File: src/rtl/seg7_scan_decoder_if.sv
// Bus between a multiplexed active-low seven-segment display drive and its scan decoder.
// Optional macro SEG7_SCAN_DP_EN adds the decimal point (seg_in bit7) and the dp_out readback.
interface seg7_scan_decoder_if #(
    parameter int NUM_DIGITS = 4
);
`ifdef SEG7_SCAN_DP_EN
    localparam int SEG_W = 8;
`else
    localparam int SEG_W = 7;
`endif

    logic [SEG_W-1:0]        seg_in;
    logic [NUM_DIGITS-1:0]   an_in;
    logic [4*NUM_DIGITS-1:0] digits_out;
    logic [NUM_DIGITS-1:0]   digit_blank;
    logic [NUM_DIGITS-1:0]   digit_err;
    logic                    frame_valid;
`ifdef SEG7_SCAN_DP_EN
    logic [NUM_DIGITS-1:0]   dp_out;
`endif

    // The display drive (or a bench standing in for it) owns the segment and enable lines.
    modport master (
        output seg_in,
        output an_in,
        input  digits_out,
        input  digit_blank,
        input  digit_err,
`ifdef SEG7_SCAN_DP_EN
        input  dp_out,
`endif
        input  frame_valid
    );

    modport slave (
        input  seg_in,
        input  an_in,
        output digits_out,
        output digit_blank,
        output digit_err,
`ifdef SEG7_SCAN_DP_EN
        output dp_out,
`endif
        output frame_valid
    );
endinterface

File: src/rtl/seg7_scan_decoder.sv
// Recovers per-digit BCD values from a multiplexed active-low seven-segment bus, with
// stability filtering, illegal-pattern flags and a frame pulse. Optional macro: SEG7_SCAN_DP_EN.
module seg7_scan_decoder #(
    parameter int NUM_DIGITS    = 4,
    parameter int STABLE_CYCLES = 8
) (
    input logic               clk,
    input logic               rst,
    seg7_scan_decoder_if.slave scan_io
);
`ifdef SEG7_SCAN_DP_EN
    localparam int SEG_W = 8;
`else
    localparam int SEG_W = 7;
`endif
    localparam int SAMPLE_W = NUM_DIGITS + SEG_W;
    localparam logic [7:0] CNT_MAX    = 8'(STABLE_CYCLES);
    localparam logic [7:0] CNT_COMMIT = 8'(STABLE_CYCLES - 1);

    typedef enum logic {
        SETTLE,
        HOLD
    } state_e;

    state_e                  state_q, state_d;
    logic [SAMPLE_W-1:0]     sample_in;
    logic [SAMPLE_W-1:0]     smp_q, smp_prev_q;
    logic [7:0]              cnt_q, cnt_d;
    logic [NUM_DIGITS-1:0]   smp_an;
    logic [SEG_W-1:0]        smp_seg;
    logic [NUM_DIGITS-1:0]   commit_sel;
    logic                    one_low;
    logic                    commit;

    logic [3:0]              dec_val;
    logic                    dec_blank;
    logic                    dec_err;

    logic [4*NUM_DIGITS-1:0] digits_q, digits_d;
    logic [NUM_DIGITS-1:0]   blank_q, blank_d;
    logic [NUM_DIGITS-1:0]   err_q, err_d;
    logic [NUM_DIGITS-1:0]   seen_q, seen_d;
    logic                    frame_q, frame_d;
`ifdef SEG7_SCAN_DP_EN
    logic [NUM_DIGITS-1:0]   dp_q, dp_d;
`endif

    assign sample_in  = {scan_io.an_in, scan_io.seg_in};
    assign smp_an     = smp_q[SAMPLE_W-1:SEG_W];
    assign smp_seg    = smp_q[SEG_W-1:0];
    assign commit_sel = ~smp_an;
    assign one_low    = $onehot(commit_sel);

    // The counter restarts when the incoming pattern differs from the registered one, so a
    // pattern first registered at edge E reaches the commit count just before edge E+STABLE_CYCLES.
    always_comb begin
        cnt_d = cnt_q;
        if (sample_in != smp_q) begin
            cnt_d = 8'd0;
        end else if (cnt_q < CNT_MAX) begin
            cnt_d = cnt_q + 8'd1;
        end
    end

    always_comb begin
        state_d = state_q;
        commit  = 1'b0;
        case (state_q)
            SETTLE: begin
                if ((cnt_q == CNT_COMMIT) && (smp_q == smp_prev_q) && one_low) begin
                    commit  = 1'b1;
                    state_d = HOLD;
                end
            end
            HOLD: begin
                if (smp_q != smp_prev_q) begin
                    state_d = SETTLE;
                end
            end
            default: state_d = SETTLE;
        endcase
    end

    always_comb begin
        dec_val   = 4'hE;
        dec_blank = 1'b0;
        dec_err   = 1'b0;
        case (smp_seg[6:0])
            7'b1000000: dec_val = 4'd0;
            7'b1111001: dec_val = 4'd1;
            7'b0100100: dec_val = 4'd2;
            7'b0110000: dec_val = 4'd3;
            7'b0011001: dec_val = 4'd4;
            7'b0010010: dec_val = 4'd5;
            7'b0000010: dec_val = 4'd6;
            7'b1111000: dec_val = 4'd7;
            7'b0000000: dec_val = 4'd8;
            7'b0010000: dec_val = 4'd9;
            7'b1111111: begin
                dec_val   = 4'hF;
                dec_blank = 1'b1;
            end
            default: begin
                dec_val = 4'hE;
                dec_err = 1'b1;
            end
        endcase
    end

    // A commit only touches the selected digit; completing the seen mask fires the frame pulse.
    always_comb begin
        digits_d = digits_q;
        blank_d  = blank_q;
        err_d    = err_q;
        seen_d   = seen_q;
        frame_d  = 1'b0;
`ifdef SEG7_SCAN_DP_EN
        dp_d     = dp_q;
`endif
        if (commit) begin
            for (int i = 0; i < NUM_DIGITS; i++) begin
                if (commit_sel[i]) begin
                    digits_d[4*i +: 4] = dec_val;
                    blank_d[i]         = dec_blank;
                    err_d[i]           = dec_err;
`ifdef SEG7_SCAN_DP_EN
                    dp_d[i]            = ~smp_seg[7];
`endif
                end
            end
            seen_d = seen_q | commit_sel;
            if (&seen_d) begin
                frame_d = 1'b1;
                seen_d  = '0;
            end
        end
    end

    always_ff @(posedge clk) begin
        if (rst) begin
            state_q    <= SETTLE;
            smp_q      <= '1;
            smp_prev_q <= '1;
            cnt_q      <= 8'd0;
            digits_q   <= '1;
            blank_q    <= '1;
            err_q      <= '0;
            seen_q     <= '0;
            frame_q    <= 1'b0;
`ifdef SEG7_SCAN_DP_EN
            dp_q       <= '0;
`endif
        end else begin
            state_q    <= state_d;
            smp_q      <= sample_in;
            smp_prev_q <= smp_q;
            cnt_q      <= cnt_d;
            digits_q   <= digits_d;
            blank_q    <= blank_d;
            err_q      <= err_d;
            seen_q     <= seen_d;
            frame_q    <= frame_d;
`ifdef SEG7_SCAN_DP_EN
            dp_q       <= dp_d;
`endif
        end
    end

    assign scan_io.digits_out  = digits_q;
    assign scan_io.digit_blank = blank_q;
    assign scan_io.digit_err   = err_q;
    assign scan_io.frame_valid = frame_q;
`ifdef SEG7_SCAN_DP_EN
    assign scan_io.dp_out      = dp_q;
`endif
endmodule

File: src/flat_wrapper.sv
// flat-port wrapper written by rule: the top's interface ports become plain ports
module seg7_scan_decoder_flat 
#(
    parameter int NUM_DIGITS    = 4,
    parameter int STABLE_CYCLES = 8
)
  (clk, rst, scan_io_seg_in, scan_io_an_in, scan_io_digits_out, scan_io_digit_blank, scan_io_digit_err, scan_io_frame_valid);
  seg7_scan_decoder_if #(.NUM_DIGITS(NUM_DIGITS)) scan_io_i ();
  input logic clk;
  input logic rst;
  input wire logic [$bits(scan_io_i.seg_in)-1:0] scan_io_seg_in;
  input wire logic [$bits(scan_io_i.an_in)-1:0] scan_io_an_in;
  output wire logic [$bits(scan_io_i.digits_out)-1:0] scan_io_digits_out;
  output wire logic [$bits(scan_io_i.digit_blank)-1:0] scan_io_digit_blank;
  output wire logic [$bits(scan_io_i.digit_err)-1:0] scan_io_digit_err;
  output wire logic [$bits(scan_io_i.frame_valid)-1:0] scan_io_frame_valid;
  assign scan_io_i.seg_in = scan_io_seg_in;
  assign scan_io_i.an_in = scan_io_an_in;
  assign scan_io_digits_out = scan_io_i.digits_out;
  assign scan_io_digit_blank = scan_io_i.digit_blank;
  assign scan_io_digit_err = scan_io_i.digit_err;
  assign scan_io_frame_valid = scan_io_i.frame_valid;
  seg7_scan_decoder #(.NUM_DIGITS(NUM_DIGITS), .STABLE_CYCLES(STABLE_CYCLES)) u_core (.clk(clk), .rst(rst), .scan_io(scan_io_i));
endmodule
File: config.mk
export PLATFORM = sky130hd
export DESIGN_NAME = seg7_scan_decoder_flat
export DESIGN_NICKNAME = d
export VERILOG_FILES = /design/src/rtl/seg7_scan_decoder_if.sv /design/src/rtl/seg7_scan_decoder.sv /design/src/flat_wrapper.sv
export SDC_FILE = /design/constraint.sdc
export NUM_CORES = 1
export LEC_CHECK = 0
export ABC_AREA = 1
export CAP_MARGIN = 20
export CORE_MARGIN = 1.5
export CORE_UTILIZATION = 32
export DETAILED_ROUTE_END_ITERATION = 8
export PLACE_DENSITY = 0.57
export SYNTH_ARGS = -nofsm -noshare
export SYNTH_HDL_FRONTEND = slang
export SYNTH_SLANG_ARGS = --single-unit
File: constraint.sdc
create_clock -name clk -period 1.95 [get_ports clk]
set_input_delay 0.195 -clock clk [delete_from_list [all_inputs] [get_ports clk]]
set_output_delay 0.195 -clock clk [all_outputs]
set_load 0.05 [all_outputs]
* Yosys cells after proc, flatten, opt, wreduce, memory -nomap -nowiden
Index checks and enable logic that the tools add are counted.
** Word-level totals
- Logic and storage cells :: 62
- Register bits after elaboration :: 60
- Bits of input ports :: 13
** Operators by class
- Mux-type cells :: 9
- Reduce and logical (&&, ||, !) cells :: 11
- Order comparisons :: 1
- Equal/unequal tests :: 15
- Bitwise operators :: 4
- Add/sub/neg operators :: 4
** Operator list (number)
- $pmux W4 S11 :: 1
- $eq A7 B7 Y1 const B :: 4
- $ne A11 B11 Y1 :: 2
- $eq A7 B5 Y1 const B :: 3
- $eq A7 B6 Y1 const B :: 2
- $eq A11 B11 Y1 :: 1
- $reduce_or A11 Y1 :: 1
- $add A8 B1 Y8 const B :: 1
- $eq A8 B3 Y1 const B :: 1
- $lt A8 B4 Y1 const B :: 1
- $reduce_and A2 Y1 :: 4
- $eq A7 B2 Y1 const B :: 1
- $logic_not A7 Y1 :: 1
- $mux W1 :: 6
- $add A1 B1 Y2 :: 2
- $mux W4 :: 1
- $not A4 Y4 :: 1
- $or A4 B4 Y4 :: 1
- $reduce_and A4 Y1 :: 1
- $reduce_or A2 Y1 :: 2
- $add A3 B3 Y3 :: 1
- $eq A3 B1 Y1 const B :: 1
- $logic_and A1 B1 Y1 :: 2
- $not A1 Y1 :: 2
- $pmux W1 S2 :: 1

* Longest topological paths before layout
Gate-level depths: netlist of run 1.
- Depth in word-level cells :: 9
- Depth in mapped cells :: 12
- Depth with buffers taken out :: 11

* Worst setup path after synthesis of run 1
Ideal clock, no wire load.
- Kind :: register to register
- From :: register u_core.smp_q[10]
- To :: register u_core.digits_q[14], in the netlist u_core.scan_io.digits_out[14]
- Required time :: 1816 ps
- Arrival :: 2021 ps
- Cell stages (with the launch flop) :: 11
- Clock period less this slack :: 2155 ps
- Path slack :: -205 ps
- Cells stage by stage :: dfxtp_1 > inv_1 > ha_1 > ha_1 > fa_1 > nor2_1 > nand3_1 > inv_2 > nand3_4 > nand2_1 > nand3_1
** Between the ends
- Word-level cells in the longest chain between the ends :: 8
- Elaborated cells between the ends (all ways) :: 10
- Classes of those cells :: 2 x add/sub; 2 x eq/ne; 2 x mux; 1 x bitwise; 3 x reduce/logical
** Ends and longest elaborated chain
- start, declared :: RTL line seg7_scan_decoder.sv:27 : logic [SAMPLE_W-1:0] smp_q, smp_prev_q;
- start signal, assigned :: RTL line seg7_scan_decoder.sv:155 : smp_q <= sample_in;
- $not A4 Y4 :: RTL line seg7_scan_decoder.sv:51 : assign commit_sel = ~smp_an;
- $add A1 B1 Y2 (not written as such) :: RTL line seg7_scan_decoder.sv:52 : assign one_low = $onehot(commit_sel);
- $add A3 B3 Y3 (not written as such) :: RTL line seg7_scan_decoder.sv:52
- $eq A3 B1 Y1 :: RTL line seg7_scan_decoder.sv:52
- $logic_and A1 B1 Y1 :: RTL line seg7_scan_decoder.sv:70 : if ((cnt_q == CNT_COMMIT) && (smp_q == smp_prev_q) && one_low) begin
- $mux W1 :: RTL line seg7_scan_decoder.sv:70
- $mux W1 :: RTL line seg7_scan_decoder.sv:68 : case (state_q)
- $reduce_and A2 Y1 (no source line) *
- end signal, assigned :: RTL line seg7_scan_decoder.sv:158 : digits_q <= digits_d;
- end, declared :: RTL line seg7_scan_decoder.sv:39 : logic [4*NUM_DIGITS-1:0] digits_q, digits_d;
Every way passes the cells marked *; elsewhere a longest branch is shown, timed or not.
A chain may end at the register's enable or synchronous reset.

* Final worst setup path of run 1
- From :: register u_core.smp_q[10]
- To :: register u_core.digits_q[0], in the netlist u_core.scan_io.digits_out[0]
** Between the ends
- Word-level cells in the longest chain between the ends :: 8
- Elaborated cells between the ends (all ways) :: 10
- Classes of those cells :: 2 x add/sub; 2 x eq/ne; 2 x mux; 1 x bitwise; 3 x reduce/logical
** Ends and longest elaborated chain (RTL line)
- $not A4 Y4 :: seg7_scan_decoder.sv:51
- $add A1 B1 Y2 (not written as such) :: seg7_scan_decoder.sv:52
- $add A3 B3 Y3 (not written as such) :: seg7_scan_decoder.sv:52
- $eq A3 B1 Y1 :: seg7_scan_decoder.sv:52
- $logic_and A1 B1 Y1 * :: seg7_scan_decoder.sv:70
- $mux W1 * :: seg7_scan_decoder.sv:70
- $mux W1 * :: seg7_scan_decoder.sv:68
- $reduce_and A2 Y1 (no source line) *
Marks and branches as above.

==> results of run 1 <==
-- power groups by stage --
| stage | sequential, W | clock (W) | combinational, W |
|---|---|---|---|
| after global routing | 0.00127 | 0.00131 | 0.000279 |
| after global placement | 0.00130 | 0 | 0.000235 |
| after floorplan | 0.00129 | 0 | 0.000159 |
| after CTS | 0.00127 | 0.00126 | 0.000242 |
| final | 0.00127 | 0.00122 | 0.000245 |
| after detailed placement | 0.00130 | 0 | 0.000238 |
-- per-layer routing --
| layer | GRT usage | routed length [µm] | part of all wire |
|---|---|---|---|
| met2 | 0.271 | 3180 | 0.50 |
| met4 | 0.0672 | 89 | 0.014 |
| met5 | 0 | 0 | 0 |
| met1 | 0.190 | 2950 | 0.46 |
| met3 | 0.0311 | 130 | 0.020 |
-- final cells by class --
class / instances / area share
inverters: 57 / 0.0668
well taps: 105 / 0.0360
multi-input cells: 250 / 0.374
clock buffers: 12 / 0.0483
repair buffers: 52 / 0.132
clock inverters: 3 / 0.0116
flip-flops and latches: 60 / 0.331
-- flip-flops by register name (all words and copies together), names as in the netlist --
name,cells
u_core.scan_io.frame_valid,1
u_core.smp_q,11
u_core.smp_prev_q,11
u_core.seen_q,4
u_core.scan_io.digit_blank,4
u_core.scan_io.digit_err,4
u_core.scan_io.digits_out,16
u_core.cnt_q,8
u_core.state_q,1
-- repair_timing --
action,4_1_cts,5_1_grt
endpoints found under the setup margin,28,30
hold buffers,0,0
endpoints found under the hold margin,0,0
resized for setup,5,20
gates cloned,0,1
buffers inserted,1,2
pin swaps,5,12
-- cells by family after synthesis --
group / after synthesis / synth area share
XOR/XNOR: 9 / 0.0289
AND/OR/NAND/NOR: 221 / 0.382
flip-flops: 60 / 0.441
buffers and inverters: 62 / 0.0936
adder cells (fa/ha/maj): 5 / 0.0257
AO/OA/AOI/OAI: 14 / 0.0289
-- metrics by stage --
step / setup slack [ps] / hold WS [ps]
floorplan: -19.9 / 267
global placement: -143 / 424
detailed placement: -162 / 427
CTS: -121 / 434
global route: -244 / 463
finish: -127 / 433
-- cells in the mapped netlist, drive strengths merged --
cell type / n / area [µm²]
or2: 6 / 37.5
nor2: 41 / 195
a21oi: 5 / 25.0
xor2: 5 / 43.8
fa: 1 / 20.0
nand4: 4 / 25.0
o21ai: 3 / 15.0
o31ai: 1 / 7.51
xnor2: 4 / 35.0
dfxtp: 60 / 1200
nand2: 127 / 507
nor4: 2 / 12.5
clkbuf: 4 / 25.0
o22ai: 5 / 31.3
ha: 4 / 50.1
nand3: 36 / 235
clkinv: 4 / 20.0
inv: 53 / 199
buf: 1 / 11.3
nor3: 5 / 30.0
-- critical path: stages, from the launching register on --
cell and delay (ps):
dfxtp_4 360, inv_4 40, ha_4 240, ha_4 150, fa_1 490, nor2_2 40, nand3_2 100, clkinv_4 120
nand3_4 180, clkinv_4 90, nand2_1 60, nand3_1 80
-- worst max-delay path by stage --
| stage | endpoint | slack (ps) | cells past startpoint |
|---|---|---|---|
| finish | u_core.scan_io.digits_out[0]$_SDFFE_PP1P_ | -130 | 11 |
| global route | u_core.scan_io.digits_out[0]$_SDFFE_PP1P_ | -240 | 11 |
| global placement | u_core.scan_io.digits_out[3]$_SDFFE_PP1P_ | -140 | 11 |
| CTS | u_core.scan_io.digits_out[2]$_SDFFE_PP1P_ | -120 | 10 |
| floorplan | u_core.scan_io.digits_out[14]$_SDFFE_PP1P_ | -20 | 10 |
| detailed placement | u_core.scan_io.digits_out[3]$_SDFFE_PP1P_ | -160 | 11 |
==> impl_metrics.py, run 1 <==
metrics = {
    "timing": {
        "slew_violations": 0,
        "final_hold_viol_count": 0,
        "fin_crit_sh": 1.07,
        "fin_crit_ps": 2080,
        "rsz0062_at_grt": "true",
        "setup-tns-final_ps": -2310,
        "fin_skew_ps": 9.47,
        "timing.max_slew.rel_slack": 0.668,
        "worst_pin_slew_ps": 496,
        "max_freq_mhz": 481,
        "layout_setup_ws_ps": -127,
        "setup_viol": 29,
    },
    "final_layout": {
        "antenna_cells": 0,
        "drive_gt1_frac": 0.230,
        "syn_to_final_growth_pct": 34.0,
        "multiInputGateArea_mm2": 0.00137,
        "fin_util": 0.445,
        "register_area_mm2": 0.00121,
        "final_area_mm2": 0.00365,
        "nets": 448,
        "final_cell_mix": "106 x nand2_1, 56 x dfxtp_1, 39 x inv_1",
        "final_cells": 539,
        "layout_commonest_cell": "nand2_1",
        "n_fill_cell": 820,
    },
    "detailed_routing": {
        "detail-route-antenna-nets": 0,
        "drt-initial-drc-count": 71,
        "wl_um": 6360,
        "drc": 0,
        "wl_per_cell_um": 11.8,
        "drtPass1Iterations": 4,
        "routed-via-count": 2383,
        "via_per_inst": 4.42,
    },
    "critical_path": {
        "rr_worst_depth": 11,
        "worst_ep_required_time_ps": 2150,
        "rr_startpoint": "u_core.smp_q[10]$_SDFF_PP1_",
        "reg2reg_to": "u_core.scan_io.digits_out[0]$_SDFFE_PP1P_",
        "worst-setup-path-type": "reg -> reg",
        "rrSetupSlack_ps": -130,
        "critical_path.startpoint_type": "flop",
        "path_max_fanout": 8,
        "crit_start": "u_core.smp_q[10]$_SDFF_PP1_",
        "crit_arrival_ps": 2280,
        "worstSetupEndpointType": "flop",
    },
    "cts": {
        "cts.htree.levels": 3,
        "clockRootBuffer": "clkbuf_8",
        "cts_tree": "yes",
        "path_clk_slew_ps": 70,
        "clkLatencyLatePin_ps": 340,
        "cts_made_buffers": 9,
        "clock-sinks": 60,
        "clockBufferDepth": 2,
    },
    "logic_synthesis": {
        "yosys.cell_types.count": 30,
        "synth_nets": 389,
        "ys_warn_count": 0,
        "synthesis.area_mm2": 0.00273,
        "ys_seq_area_frac": 0.441,
        "synth-seq-cells": 60,
        "syn_avg_cell_area_um2": 7.35,
        "syn_inst": 371,
    },
    "power": {
        "ir_drop_mv": 0.372,
        "p_sw_frac": 0.239,
        "totalPowerFinal_w": 0.00273,
        "combPwrFrac": 0.090,
        "leakagePower_nw": 1.75,
        "cellInternalPower_w": 0.00208,
        "p_per_area_mw_per_mm2": 748,
        "power.switching_w": 0.000653,
        "seqPwrFrac": 0.465,
        "clkPwrFrac": 0.445,
    },
    "outcome": {
        "violations": "negative setup slack",
        "outcome": "complete, but fails checks",
    },
    "worst_hold_path": {
        "holdCritStartpoint": "u_core.cnt_q[5]$_SDFFE_PP0N_",
        "holdPathStages": 2,
        "hold_class": "reg -> reg",
        "holdPathEnd": "u_core.cnt_q[5]$_SDFFE_PP0N_",
    },
    "global_route": {
        "grt_pass1_wl_um": 10800,
        "grt_use_total": 0.158,
        "grt_overflow": 0,
        "antenna_found_initial": 0,
        "grt_max_degree": 42,
        "grt_pass1_vias": 2326,
    },
    "die": {
        "die_h_um": 95.3,
        "placementRows": 33,
        "initial_core_util": 0.332,
        "die_area_mm2": 0.00908,
        "ios": 38,
        "core-area_mm2": 0.00822,
        "die_w_um": 95.3,
    },
    "placed_design": {
        "dpl_cell_area_mm2": 0.00334,
        "dpl.hpwl_um": 4570,
        "gp_congestion": 0.857,
        "place_inst": 520,
        "port_buffers": 37,
    },
    "flow_run": {
        "max_cap_violations": 0,
    },
}
(Power assumes the default switching activity.)
==> inputs of run 2 (changes only) <==
--- a/config.mk
+++ b/config.mk
@@ -9,6 +9,7 @@
 export CAP_MARGIN = 20
 export CORE_MARGIN = 1.5
 export CORE_UTILIZATION = 32
+export CTS_CLUSTER_DIAMETER = 200
 export DETAILED_ROUTE_END_ITERATION = 8
 export PLACE_DENSITY = 0.57
 export SYNTH_ARGS = -nofsm -noshare
==> results of run 2 <==
No change in the layout: final DEF, timing and power equal those of run 1.
